--- config.mk ---
export PLATFORM = sky130hd
export DESIGN_NAME = l1_rd_sched_flat
export DESIGN_NICKNAME = d
export VERILOG_FILES = /design/src/rtl/l1_rd_sched_if.sv /design/src/rtl/l1_rd_sched.sv /design/src/flat_wrapper.sv
export SDC_FILE = /design/constraint.sdc
export NUM_CORES = 1
export LEC_CHECK = 0
export BUFFER_PORTS_ARGS = -buffer_cell sky130_fd_sc_hd__buf_2
export CAP_MARGIN = 20
export CORE_UTILIZATION = 50
export CTS_BUF_LIST = sky130_fd_sc_hd__clkbuf_8
export CTS_CLUSTER_SIZE = 20
export DETAILED_ROUTE_END_ITERATION = 6
export PLACE_DENSITY = 0.82
export RECOVER_POWER = 50
export SLEW_MARGIN = 25
export SYNTH_ARGS = -nofsm -noshare
export SYNTH_HDL_FRONTEND = slang
export SYNTH_SLANG_ARGS = --single-unit
--- constraint.sdc ---
create_clock -name clk -period 9.5 [get_ports clk]
set_clock_uncertainty 0.1 [all_clocks]
set_input_delay 0.95 -clock clk [delete_from_list [all_inputs] [get_ports clk]]
set_output_delay 0.95 -clock clk [all_outputs]
set_load 0.01 [all_outputs]
--- src/rtl/l1_rd_sched_if.sv ---
// Bundle of requester-side and read-port-side handshake signals for l1_rd_sched.
// slave is the scheduler's view; master is the AFU/read-port environment view.
interface l1_rd_sched_if #(
  parameter int nreq         = 8,
  parameter int nreq_width   = (nreq > 1) ? $clog2(nreq) : 1,
  parameter int nports       = 8,
  parameter int nstrms       = 64,
  parameter int nstrms_width = (nstrms > 1) ? $clog2(nstrms) : 1
);
  logic [nreq-1:0]                i_req_v;
  logic [nreq-1:0]                i_req_r;
  logic [nreq*nstrms_width-1:0]   i_req_sid;
  logic [nstrms-1:0]              i_l1_end;
  logic [nports-1:0]              o_port_v;
  logic [nports-1:0]              o_port_r;
  logic [nports*nstrms_width-1:0] o_port_sid;
  logic [nports*nreq_width-1:0]   o_port_rid;
  logic [nreq-1:0]                o_discard;

  modport slave (
    input  i_req_v, i_req_sid, i_l1_end, o_port_r,
    output i_req_r, o_port_v, o_port_sid, o_port_rid, o_discard
  );

  modport master (
    output i_req_v, i_req_sid, i_l1_end, o_port_r,
    input  i_req_r, o_port_v, o_port_sid, o_port_rid, o_discard
  );
endinterface

--- src/rtl/l1_rd_sched.sv ---
// Round-robin packer of AFU stream read requests onto L1 read ports, registered as an
// all-or-nothing batch. Optional end-of-stream discard: define L1_RD_SCHED_DISCARD_EN.
module l1_rd_sched #(
  parameter int nreq         = 8,
  parameter int nreq_width   = (nreq > 1) ? $clog2(nreq) : 1,
  parameter int nports       = 8,
  parameter int nstrms       = 64,
  parameter int nstrms_width = (nstrms > 1) ? $clog2(nstrms) : 1
) (
  input  logic           clk,
  input  logic           reset,
  l1_rd_sched_if.slave   bus
);

  localparam int cnt_width = $clog2(nports + 1);

  logic [nstrms_width-1:0] req_sid [nreq];
  logic [nreq-1:0]         disc;

  always_comb begin
    for (int k = 0; k < nreq; k++) req_sid[k] = bus.i_req_sid[k*nstrms_width +: nstrms_width];
  end

`ifdef L1_RD_SCHED_DISCARD_EN
  always_comb begin
    for (int k = 0; k < nreq; k++) disc[k] = bus.i_req_v[k] & bus.i_l1_end[req_sid[k]];
  end
`else
  logic unused_l1_end;
  assign unused_l1_end = ^bus.i_l1_end;
  assign disc          = '0;
`endif

  // Batch register and round-robin pointer
  logic [nports-1:0]       port_v;
  logic [nstrms_width-1:0] port_sid [nports];
  logic [nreq_width-1:0]   port_rid [nports];
  logic [nreq_width-1:0]   rr;

  // Grant scan results
  logic [nreq-1:0]         grant;
  logic [cnt_width-1:0]    cnt;
  logic [nreq_width-1:0]   idx;
  logic [nreq_width-1:0]   last;
  logic                    any;
  logic [nports-1:0]       pick_v;
  logic [nstrms_width-1:0] pick_sid [nports];
  logic [nreq_width-1:0]   pick_rid [nports];
  logic                    load;

  // NOTE: every variable gets a default at the top of always_comb so no path leaves
  // it unassigned, which would otherwise infer a latch.
  always_comb begin
    grant  = '0;
    cnt    = '0;
    idx    = '0;
    last   = rr;
    any    = 1'b0;
    pick_v = '0;
    for (int j = 0; j < nports; j++) begin
      pick_sid[j] = '0;
      pick_rid[j] = '0;
    end
    // Scan rr, rr+1, ... with wrap; the j-th grant lands on port j so packing is contiguous.
    for (int i = 0; i < nreq; i++) begin
      idx = nreq_width'((int'(rr) + i) % nreq);
      if (bus.i_req_v[idx] && !disc[idx] && (cnt < cnt_width'(nports))) begin
        grant[idx] = 1'b1;
        last       = idx;
        any        = 1'b1;
        for (int j = 0; j < nports; j++) begin
          if (cnt == cnt_width'(j)) begin
            pick_v[j]   = 1'b1;
            pick_sid[j] = req_sid[idx];
            pick_rid[j] = idx;
          end
        end
        cnt = cnt + cnt_width'(1);
      end
    end
  end

  // The batch advances only as a whole: every valid port must be ready.
  assign load          = ~|port_v | &(~port_v | bus.o_port_r);
  assign bus.i_req_r   = (load & reset) ? (grant | disc) : '0;
  assign bus.o_discard = (load & reset) ? disc : '0;
  assign bus.o_port_v  = port_v;

  for (genvar j = 0; j < nports; j++) begin : g_out
    assign bus.o_port_sid[j*nstrms_width +: nstrms_width] = port_sid[j];
    assign bus.o_port_rid[j*nreq_width +: nreq_width]     = port_rid[j];
  end

  // NOTE: sequential state uses non-blocking assignments so all registers sample
  // their inputs from before the edge, independent of statement order.
  always_ff @(posedge clk) begin
    if (!reset) begin
      port_v <= '0;
      rr     <= '0;
      for (int j = 0; j < nports; j++) begin
        port_sid[j] <= '0;
        port_rid[j] <= '0;
      end
    end else if (load) begin
      port_v <= pick_v;
      for (int j = 0; j < nports; j++) begin
        port_sid[j] <= pick_sid[j];
        port_rid[j] <= pick_rid[j];
      end
      if (any) rr <= nreq_width'((int'(last) + 1) % nreq);
    end
  end

endmodule

--- src/flat_wrapper.sv ---
// flat-port wrapper written by rule: the top's interface ports become plain ports
module l1_rd_sched_flat 
#(
  parameter int nreq         = 8,
  parameter int nreq_width   = (nreq > 1) ? $clog2(nreq) : 1,
  parameter int nports       = 8,
  parameter int nstrms       = 64,
  parameter int nstrms_width = (nstrms > 1) ? $clog2(nstrms) : 1
)
  (clk, reset, bus_i_req_v, bus_i_req_sid, bus_i_l1_end, bus_o_port_r, bus_i_req_r, bus_o_port_v, bus_o_port_sid, bus_o_port_rid, bus_o_discard);
  l1_rd_sched_if #(.nreq(nreq), .nreq_width(nreq_width), .nports(nports), .nstrms(nstrms), .nstrms_width(nstrms_width)) bus_i ();
  input  logic clk;
  input  logic reset;
  input wire logic [$bits(bus_i.i_req_v)-1:0] bus_i_req_v;
  input wire logic [$bits(bus_i.i_req_sid)-1:0] bus_i_req_sid;
  input wire logic [$bits(bus_i.i_l1_end)-1:0] bus_i_l1_end;
  input wire logic [$bits(bus_i.o_port_r)-1:0] bus_o_port_r;
  output wire logic [$bits(bus_i.i_req_r)-1:0] bus_i_req_r;
  output wire logic [$bits(bus_i.o_port_v)-1:0] bus_o_port_v;
  output wire logic [$bits(bus_i.o_port_sid)-1:0] bus_o_port_sid;
  output wire logic [$bits(bus_i.o_port_rid)-1:0] bus_o_port_rid;
  output wire logic [$bits(bus_i.o_discard)-1:0] bus_o_discard;
  assign bus_i.i_req_v = bus_i_req_v;
  assign bus_i.i_req_sid = bus_i_req_sid;
  assign bus_i.i_l1_end = bus_i_l1_end;
  assign bus_i.o_port_r = bus_o_port_r;
  assign bus_i_req_r = bus_i.i_req_r;
  assign bus_o_port_v = bus_i.o_port_v;
  assign bus_o_port_sid = bus_i.o_port_sid;
  assign bus_o_port_rid = bus_i.o_port_rid;
  assign bus_o_discard = bus_i.o_discard;
  l1_rd_sched #(.nreq(nreq), .nreq_width(nreq_width), .nports(nports), .nstrms(nstrms), .nstrms_width(nstrms_width)) u_core (.clk(clk), .reset(reset), .bus(bus_i));
endmodule
==> qor.txt, run 1 <==
clk sinks: 83
die height: 147.9 µm
Cell Area, Synth: 10640 µm²
Fill cells: 1923
fraction of synthesized area in multiplexers: 20.28%
vias in the first global route: 9842
WP data required: 8.45 ns
crit path time final: 8.661 ns
most common cell in the netlist: nand2_1
Seq/Total Area, Yosys: 22.39%
synth warn: 0
root buf cell: clkbuf_8
Synth Instances: 1222
total gr overflow: 0
CP max stage cell: dfxtp_4
Hold Buf Count CTS: 0
Final Wtd Congestion: 0.9971
# resized after CTS: 0
failing checks: capacitance limit, slew limit
Final setup viols: 0
initial antenna violation count: 0
core area: 20560 µm²
worst flop-to-flop path endpoint: u_core.port_sid[1][22]$_SDFFCE_PN0P_
fin crit share: 91.17%
Non-Filler Instances: 1582
Num CTS Buffers: 9
worst hold slack: 0.4930 ns
Post-Synth Adder-Cell Area: 3.646%
EDFF count, synth: 72
num ports: 226
worst r2r path cells: 20
number of setup buffers added after CTS: 0
Crit path arrival time: 7.61 ns
CP Buf/Inv Count: 7
Yosys top cell by area: edfxtp_1
most frequent cells after synthesis: nand2_1 (136), a211oi_1 (110), nor2_1 (105)
Synth top area share: 20.32%
htree depth: 3
asr flop ratio synth: 0%
xor and xnor area share after synthesis: 1.623%
first-pass GRT wire length: 57.53 mm
DR WL/cell: 24.04 µm
# rows: 52
antenna-violating nets left: 0
Worst Setup End Kind: output pin
die area: 21870 µm²
Initial DRC Count: 1260
TritonCTS clock tree: done
hold depth: 1
clock tree buffer depth: 2
status: finished with violations
RSZ-0062 raised after global routing: false
crit path launch type: flip-flop
drt total wl: 38.03 mm
gr usage total: 34.48%
largest net degree at the start of global routing: 73
clk_lat worst skew: 0.39 ns
final net count: 1468
max-slew violation count: 73
drt pass-1 iters: 7
Hold Crit Endpoint: u_core.bus.o_port_v[7]$_SDFFE_PN0P_
simple logic cell fraction of the synthesized area: 17.85%
Clk pin slew, worst setup/hold paths: 0.09 ns
die width: 147.9 µm
slack of the worst reg-to-reg path: 1.02 ns
crit-path max cell delay: 0.67 ns
share of cells above drive strength 1: 18.37%
HP Class: reg -> reg
# diodes: 0
number of distinct library cells after synthesis: 87
P&R area growth vs syn: 8.856%
delay-heaviest family, CP: adder cells
Worst-Margin Slew: 3.694 ns
reg-to-reg critical path startpoint: u_core.rr[0]$_SDFFE_PN0P_
Synth Area per Inst: 8.706 µm²
placed cells: 1566
FMAX: 115.5 MHz
vias per inst: 7.001
Setup TNS Final: 0 ns
detailed-route DRC error count: 0
largest family of logic cells by synthesized area: compound AO/OA/AOI/OAI gates
IO Port Bufs: 153
worst rel slew slack: -146.3%
maxcap violations: 1
hpwl dp: 28.15 mm
Synth Register Bits: 83
Final Hold Vio Count: 0
CP max FO: 36
hold path start: u_core.bus.o_port_v[7]$_SDFFE_PN0P_
Via Count: 11080
Crit Path Class: reg -> out
initial core utilization: 51.75%
main flop type after synthesis: edfxtp_1
largest cells by area after synthesis: edfxtp_1 (20%), mux4_2 (12%), a211oi_1 (7.8%)
Synth Area in Compound Gates: 27.92%
placed cells by master (no fill, tap or decap), types with 9 or more instances in the layout:
cell / Yosys / layout
clkbuf_1: 70 / 82
a211o_1: 12 / 12
o21ai_0: 52 / 52
inv_1: 27 / 28
o211ai_1: 19 / 19
buf_4: 12 / 25
buf_2: 13 / 73
edfxtp_1: 72 / 72
o22ai_1: 15 / 15
nand2b_1: 11 / 10
a211oi_1: 110 / 110
mux2_2: 22 / 22
nand3_1: 34 / 34
nor2_1: 105 / 105
ha_1: 31 / 30
nor3_1: 32 / 32
a222oi_1: 9 / 9
mux2i_1: 54 / 50
and3_1: 18 / 18
a31oi_1: 14 / 14
nand2_1: 136 / 135
mux4_2: 58 / 58
o221ai_1: 9 / 9
and2_1: 21 / 21
a311oi_1: 12 / 12
nand4_1: 12 / 12
clkbuf_8: 0 / 9
a21oi_1: 68 / 67
dfxtp_1: 11 / 9
state kept, by name, summed over array words and instances, names as in the netlist:
name and count:
u_core.rr 3, u_core.port_sid 48, u_core.port_rid 24, u_core.bus.o_port_v 8
cells by family (layout without fill, tap and decap cells):
group | count (synthesis) | count (layout)
compound gates | 408 | 408
simple gates | 403 | 403
buf+inv | 144 | 227
mux | 138 | 138
flops | 83 | 83
fa+ha+maj | 31 | 31
xor+xnor | 14 | 14
other cells | 1 | 8
metrics by stage:
| step | util, % | setup slack, ns | instance area, µm² |
|---|---|---|---|
| 4_1_cts | 56.83 | 0.9708 | 11690 |
| 2_1_floorplan | - | 1.121 | 10670 |
| 3_3_place_gp | 55.68 | 1.214 | 11450 |
| 3_5_place_dp | 55.79 | 1.289 | 11470 |
| 6_report | 56.33 | 0.8388 | 11580 |
| 5_1_grt | 56.33 | 0.2856 | 11580 |
area by class of cell:
class / count / area, µm² / area share, %
multi-input combinational: 1002 / 7664 / 66.17
inverter: 31 / 116.4 / 1.005
tap: 270 / 337.8 / 2.917
clock inverter: 7 / 91.34 / 0.7887
sequential: 83 / 2387 / 20.61
clock buffer: 9 / 123.9 / 1.070
timing repair buffer: 180 / 860.8 / 7.433
worst max-delay path by stage:
| stage | startpoint | end | slack, ns | depth (start not counted) |
|---|---|---|---|---|
| 2_1_floorplan | u_core.rr[0]$_SDFFE_PN0P_ | bus_i_req_r[6] | 1.12 | 32 |
| 3_5_place_dp | u_core.rr[0]$_SDFFE_PN0P_ | u_core.port_rid[1][9]$_SDFFCE_PN0P_ | 1.29 | 20 |
| 5_1_grt | u_core.rr[0]$_SDFFE_PN0P_ | bus_i_req_r[6] | 0.29 | 27 |
| 3_3_place_gp | u_core.rr[0]$_SDFFE_PN0P_ | u_core.port_sid[1][22]$_SDFFCE_PN0P_ | 1.21 | 21 |
| 6_report | u_core.rr[0]$_SDFFE_PN0P_ | bus_i_req_r[6] | 0.84 | 27 |
| 4_1_cts | u_core.rr[0]$_SDFFE_PN0P_ | bus_i_req_r[7] | 0.97 | 27 |
metal layers:
metal,track usage [%],vias to the layer above,share of wire [%]
met5,0,-,0
met1,48.52,5184,41
li1,-,4944,-
met3,5.463,119,12
met2,53.61,828,44
met4,12.22,0,3.2
Power of run 1 is left out: the tool's default activity adds up to more than one toggle a clock period on the data nets, which glitch-free logic cannot reach.
==> run 2, diff against run 1 <==
--- a/config.mk
+++ b/config.mk
@@ -13,6 +13,7 @@
 export DETAILED_ROUTE_END_ITERATION = 6
 export PLACE_DENSITY = 0.82
 export RECOVER_POWER = 50
+export REMOVE_ABC_BUFFERS = 1
 export SLEW_MARGIN = 25
 export SYNTH_ARGS = -nofsm -noshare
 export SYNTH_HDL_FRONTEND = slang
==> run 2 against run 1 <==
The run ends with DRC, capacitance limit, slew limit left. Die area did not move. Largest cell class unchanged. Critical endpoint unchanged. Fmax increased by 0.34%. Utilization up 0.085 points. Critical path type unchanged.
==> qor.txt, run 2 (synthesis results as in run 1) <==
commonest cells after routing, fill and taps aside: nand2_1 (135), a211oi_1 (110), nor2_1 (105)
HP Class: reg -> reg
most common cell after layout, fill and taps aside: nand2_1
Num CTS Buffers: 9 (unchanged)
Crit path arrival time: 7.58 ns (-0.03 ns)
dpl ws: 1.266 ns (-0.02291 ns)
max-slew violation count: 73 (unchanged)
vias in the first global route: 9831 (-0.11%)
CP max FO: 13 (-64%)
DR WL/cell: 24.14 µm (+0.41%)
clock tree buffer depth: 2 (unchanged)
Worst Setup End Kind: output pin
# rows: 52 (unchanged)
clk_lat worst skew: 0.39 ns (about the same)
TritonCTS clock tree: done
Non-Filler Instances: 1589 (+0.44%)
Initial DRC Count: 1613 (+28%)
IO Port Bufs: 153 (unchanged)
num ports: 226 (unchanged)
gr usage total: 34.50% (about the same)
Final Hold Vio Count: 0 (unchanged)
worst rel slew slack: -125.5% (+21 points)
final worst slack: 0.8685 ns (+0.02977 ns)
# resized after CTS: 0 (unchanged)
crit path time final: 8.631 ns (-0.02977 ns)
root buf cell: clkbuf_8
largest net degree at the start of global routing: 73 (unchanged)
Crit Path Class: reg -> out
delay-heaviest family, CP: compound AO/OA/AOI/OAI gates
share of cells above drive strength 1: 18.65% (+0.28 points)
crit path launch type: flip-flop
placed cells: 1573 (+0.45%)
vias per inst: 7.032 (+0.45%)
worst r2r path cells: 24 (+20%)
initial core utilization: 51.75% (unchanged)
htree depth: 3 (unchanged)
die width: 147.9 µm (unchanged)
Via Count: 11170 (+0.89%)
Hold Buf Count CTS: 0 (unchanged)
Worst path depth: 27 (unchanged)
status: finished with violations
P&R area growth vs syn: 9.020%
Final setup viols: 0 (unchanged)
drt pass-1 iters: 7 (unchanged)
CP max stage cell: a31oi_1
clk sinks: 83 (unchanged)
failing checks: DRC, capacitance limit, slew limit
die area: 21870 µm² (unchanged)
hpwl dp: 28.07 mm (-0.29%)
drt total wl: 38.35 mm (+0.85%)
initial antenna violation count: 0 (unchanged)
final net count: 1475 (+0.48%)
largest register by flop count: u_core.port_sid
maxcap violations: 1 (unchanged)
Largest register FFs: 48 (unchanged)
CP Buf/Inv Count: 7 (unchanged)
RSZ-0062 raised after global routing: false
core area: 20560 µm² (unchanged)
hold depth: 2 (+1)
total gr overflow: 0 (unchanged)
number of setup buffers added after CTS: 0 (unchanged)
# diodes: 0 (unchanged)
WP data required: 8.45 ns (about the same)
Worst-Margin Slew: 3.383 ns (-0.3112 ns)
crit-path max cell delay: 0.63 ns (-0.04 ns)
detailed-route DRC error count: 1 (+1)
FMAX: 115.9 MHz (+0.34%)
antenna-violating nets left: 0 (unchanged)
fin crit share: 90.86% (-0.31 points)
die height: 147.9 µm (unchanged)
first-pass GRT wire length: 58.10 mm (+1.0%)
Final Wtd Congestion: 1.015 (+1.8%)
Clk pin slew, worst setup/hold paths: 0.12 ns (+0.03 ns)
-- run 2: layout make-up --
class,count,area [µm²]
fillers,1918,8961
multi-input cells,1002,7647
flip-flops and latches,83,2387
repair buffers,187,917.1
well taps,270,337.8
clock buffers,9,123.9
inverters,31,116.4
clock inverters,7,68.82
-- run 2: metal layers --
layer  GRT usage (%)  vias to the layer above  wire (µm)
met2           51.89                      871      16420
li1                -                     4975          -
met3           5.432                      113       5022
met4           11.03                        0       1137
met1           50.51                     5215      15770
met5               0                        -          0
-- run 2: per-stage QoR --
step	instance area (µm²)	hold slack, ns	setup TNS [ns]	util, %
floorplan	10120	0.4640	-106.21	-
global placement	11510	0.4255	0	55.96
detailed placement	11510	0.4287	0	55.96
CTS	11700	0.4633	0	56.90
global route	11600	0.4890	0	56.41
finish	11600	0.4570	0	56.41
-- run 2: path summary, 6_finish.rpt --
check | start | end | slack (ns)
worst max-delay path | u_core.rr[1]$_SDFFE_PN0P_ | bus_i_req_r[6] | 0.87
worst min-delay path | u_core.bus.o_port_v[0]$_SDFFE_PN0P_ | u_core.bus.o_port_v[0]$_SDFFE_PN0P_ | 0.46
worst max register to register | u_core.rr[1]$_SDFFE_PN0P_ | u_core.port_rid[0][3]$_SDFFCE_PN0P_ | 1.64
worst min register to register | u_core.bus.o_port_v[0]$_SDFFE_PN0P_ | u_core.bus.o_port_v[0]$_SDFFE_PN0P_ | 0.46
-- run 2: worst reg2reg max path: cells and delay by family (launching register included) --
kind / cells / cell delay, ns
adders and majority gates: 6 / 2.08
AOI/OAI and AO/OA: 6 / 1.58
and+or+nand+nor: 4 / 1.38
buffers and inverters: 5 / 1.23
muxes: 2 / 0.54
xor gates and xnor gates: 1 / 0.35
DFF: 1 / 0.34
Power of run 2 is left out for the same reason.
==> run 3, diff against run 2 <==
--- a/config.mk
+++ b/config.mk
@@ -7,11 +7,11 @@
 export LEC_CHECK = 0
 export BUFFER_PORTS_ARGS = -buffer_cell sky130_fd_sc_hd__buf_2
 export CAP_MARGIN = 20
-export CORE_UTILIZATION = 50
+export CORE_UTILIZATION = 45
 export CTS_BUF_LIST = sky130_fd_sc_hd__clkbuf_8
 export CTS_CLUSTER_SIZE = 20
 export DETAILED_ROUTE_END_ITERATION = 6
-export PLACE_DENSITY = 0.82
+export PLACE_DENSITY = 0.68
 export RECOVER_POWER = 50
 export REMOVE_ABC_BUFFERS = 1
 export SLEW_MARGIN = 25
==> run 3 against run 2 <==
The flow finishes with violations (capacitance limit, slew limit). Flip-flop and latch count stayed put. Via count shrank 1.8%. Clock-buffer cell count stayed put. Setup slack got worse by 0.14 ns. Fmax decreased by 1.6%. Global-route usage down 3.1 points. Critical path depth down 3. Non-clock buffer count rose by 2. Utilization decreased by 5.5 points. Largest cell class unchanged.
==> qor.txt, run 3 (synthesis results as in run 1) <==
share of cells above drive strength 1: 18.41% (-0.24 points)
die width: 155.8 µm (+5.3%)
most common cell after layout, fill and taps aside: nand2_1
htree depth: 3 (unchanged)
IO Port Bufs: 153 (unchanged)
worst flop-to-flop path endpoint: u_core.port_sid[0][18]$_SDFFCE_PN0P_
placed cells: 1618 (+2.9%)
worst rel slew slack: -121.0% (+4.5 points)
Worst-Margin Slew: 3.316 ns (-0.06760 ns)
DR WL/cell: 23.28 µm (-3.5%)
detailed-route DRC error count: 0 (-1)
crit path launch type: flip-flop
maxcap violations: 1 (unchanged)
number of setup buffers added after CTS: 0 (unchanged)
P&R area growth vs syn: 9.690%
reg-to-reg critical path startpoint: u_core.rr[0]$_SDFFE_PN0P_
worst r2r path cells: 23 (-4.2%)
clk_lat worst skew: 0.40 ns (about the same)
Initial DRC Count: 1424 (-12%)
die area: 24260 µm² (+11%)
die height: 155.8 µm (+5.3%)
status: finished with violations
vias per inst: 6.717 (-4.5%)
max-slew violation count: 73 (unchanged)
# rows: 55 (+5.8%)
Via Count: 10970 (-1.8%)
TritonCTS clock tree: done
initial core utilization: 46.43% (-5.3 points)
# diodes: 0 (unchanged)
Util after Layout: 50.93% (-5.5 points)
first-pass GRT wire length: 58.36 mm (+0.45%)
CP Capture Point: bus_i_req_r[6]
slack of the worst reg-to-reg path: 1.48 ns (-0.16 ns)
drt total wl: 38.02 mm (-0.86%)
vias in the first global route: 9801 (-0.31%)
antenna-violating nets left: 0 (unchanged)
crit path time final: 8.771 ns (+0.1394 ns)
largest register by flop count: u_core.port_sid
Clk pin slew, worst setup/hold paths: 0.11 ns (about the same)
root buf cell: clkbuf_8
# resized after CTS: 0 (unchanged)
Crit Path Class: reg -> out
Non-Filler Instances: 1633 (+2.8%)
clock tree buffer depth: 2 (unchanged)
num ports: 226 (unchanged)
Largest register FFs: 48 (unchanged)
Final setup viols: 0 (unchanged)
failing checks: capacitance limit, slew limit
Hold Buf Count CTS: 0 (unchanged)
CP max FO: 24 (+11)
initial antenna violation count: 0 (unchanged)
Worst Setup End Kind: output pin
drt pass-1 iters: 7 (unchanged)
Num CTS Buffers: 9 (unchanged)
hpwl dp: 28.15 mm (+0.29%)
final net count: 1477 (+0.14%)
HP Class: reg -> reg
fin crit share: 92.32% (+1.5 points)
commonest cells after routing, fill and taps aside: nand2_1 (135), a211oi_1 (110), nor2_1 (105)
Final Hold Vio Count: 0 (unchanged)
Crit path arrival time: 7.72 ns (+0.14 ns)
WP data required: 8.45 ns (about the same)
crit path from: u_core.rr[0]$_SDFFE_PN0P_
RSZ-0062 raised after global routing: false
gr usage total: 31.42% (-3.1 points)
core area: 22920 µm² (+11%)
FMAX: 114.0 MHz (-1.6%)
worst hold slack: 0.4516 ns (-0.005440 ns)
Final Wtd Congestion: 0.9709 (-4.3%)
largest net degree at the start of global routing: 73 (unchanged)
clk sinks: 83 (unchanged)
total gr overflow: 0 (unchanged)
[run 3: changes by cell type in the layout (fill, tap and decap cells not counted), sizes merged]
cell    delta
buf        +2
bufinv     +2
inv        -3
[run 3: metal layers]
layer	vias to the layer above	routed length [µm]	GRT usage [%]
li1	4957	-	-
met3	85	4151	4.389
met5	-	0	0
met2	725	16020	46.38
met4	0	1192	10.83
met1	5202	16650	46.69
[run 3: area by class of cell]
class	count	area (µm²)
multi-input combinational	1002	7636
timing repair buffer	189	932.1
sequential	83	2387
fill	2231	11250
inverter	31	116.4
clock inverter	6	82.58
tap	313	391.6
clock buffer	9	123.9
[run 3: worst min-delay path by stage]
| stage | startpoint | cells after the start | to | slack (ns) |
|---|---|---|---|---|
| after global placement | u_core.bus.o_port_v[0]$_SDFFE_PN0P_ | 2 | u_core.bus.o_port_v[0]$_SDFFE_PN0P_ | 0.42 |
| after CTS | u_core.bus.o_port_v[0]$_SDFFE_PN0P_ | 2 | u_core.bus.o_port_v[0]$_SDFFE_PN0P_ | 0.46 |
| after global routing | u_core.bus.o_port_v[3]$_SDFFE_PN0P_ | 1 | u_core.bus.o_port_v[3]$_SDFFE_PN0P_ | 0.50 |
| after detailed placement | u_core.bus.o_port_v[0]$_SDFFE_PN0P_ | 2 | u_core.bus.o_port_v[0]$_SDFFE_PN0P_ | 0.42 |
| final | u_core.bus.o_port_v[0]$_SDFFE_PN0P_ | 2 | u_core.bus.o_port_v[0]$_SDFFE_PN0P_ | 0.45 |
| after floorplan | u_core.bus.o_port_v[0]$_SDFFE_PN0P_ | 2 | u_core.bus.o_port_v[0]$_SDFFE_PN0P_ | 0.46 |
[run 3: per-stage QoR]
step	TNS (ns)	cell area, µm²	worst slack, ns
2_1_floorplan	-106.21	10120	-1.684
3_3_place_gp	0	11570	1.454
3_5_place_dp	0	11570	1.317
4_1_cts	0	11780	0.8415
5_1_grt	0	11670	0.1831
6_report	0	11670	0.7292
[run 3: critical path, stage by stage, from the launching register on]
cell and delay, ns:
dfxtp_4 0.62, inv_1 0.43, ha_2 0.52, mux4_2 0.38, mux2i_1 0.16, buf_4 0.21, ha_1 0.44, xnor2_2 0.38
ha_1 0.31, a21oi_1 0.31, inv_1 0.12, ha_1 0.28, and2_1 0.15, or2_2 0.35, inv_1 0.10, ha_1 0.21
nand2_1 0.09, a21oi_2 0.26, nor3_2 0.12, nand2b_1 0.38, a31oi_1 0.56, a21oi_1 0.21, mux2_2 0.31, a211oi_1 0.24
buf_2 0.17
Power of run 3 is left out for the same reason.
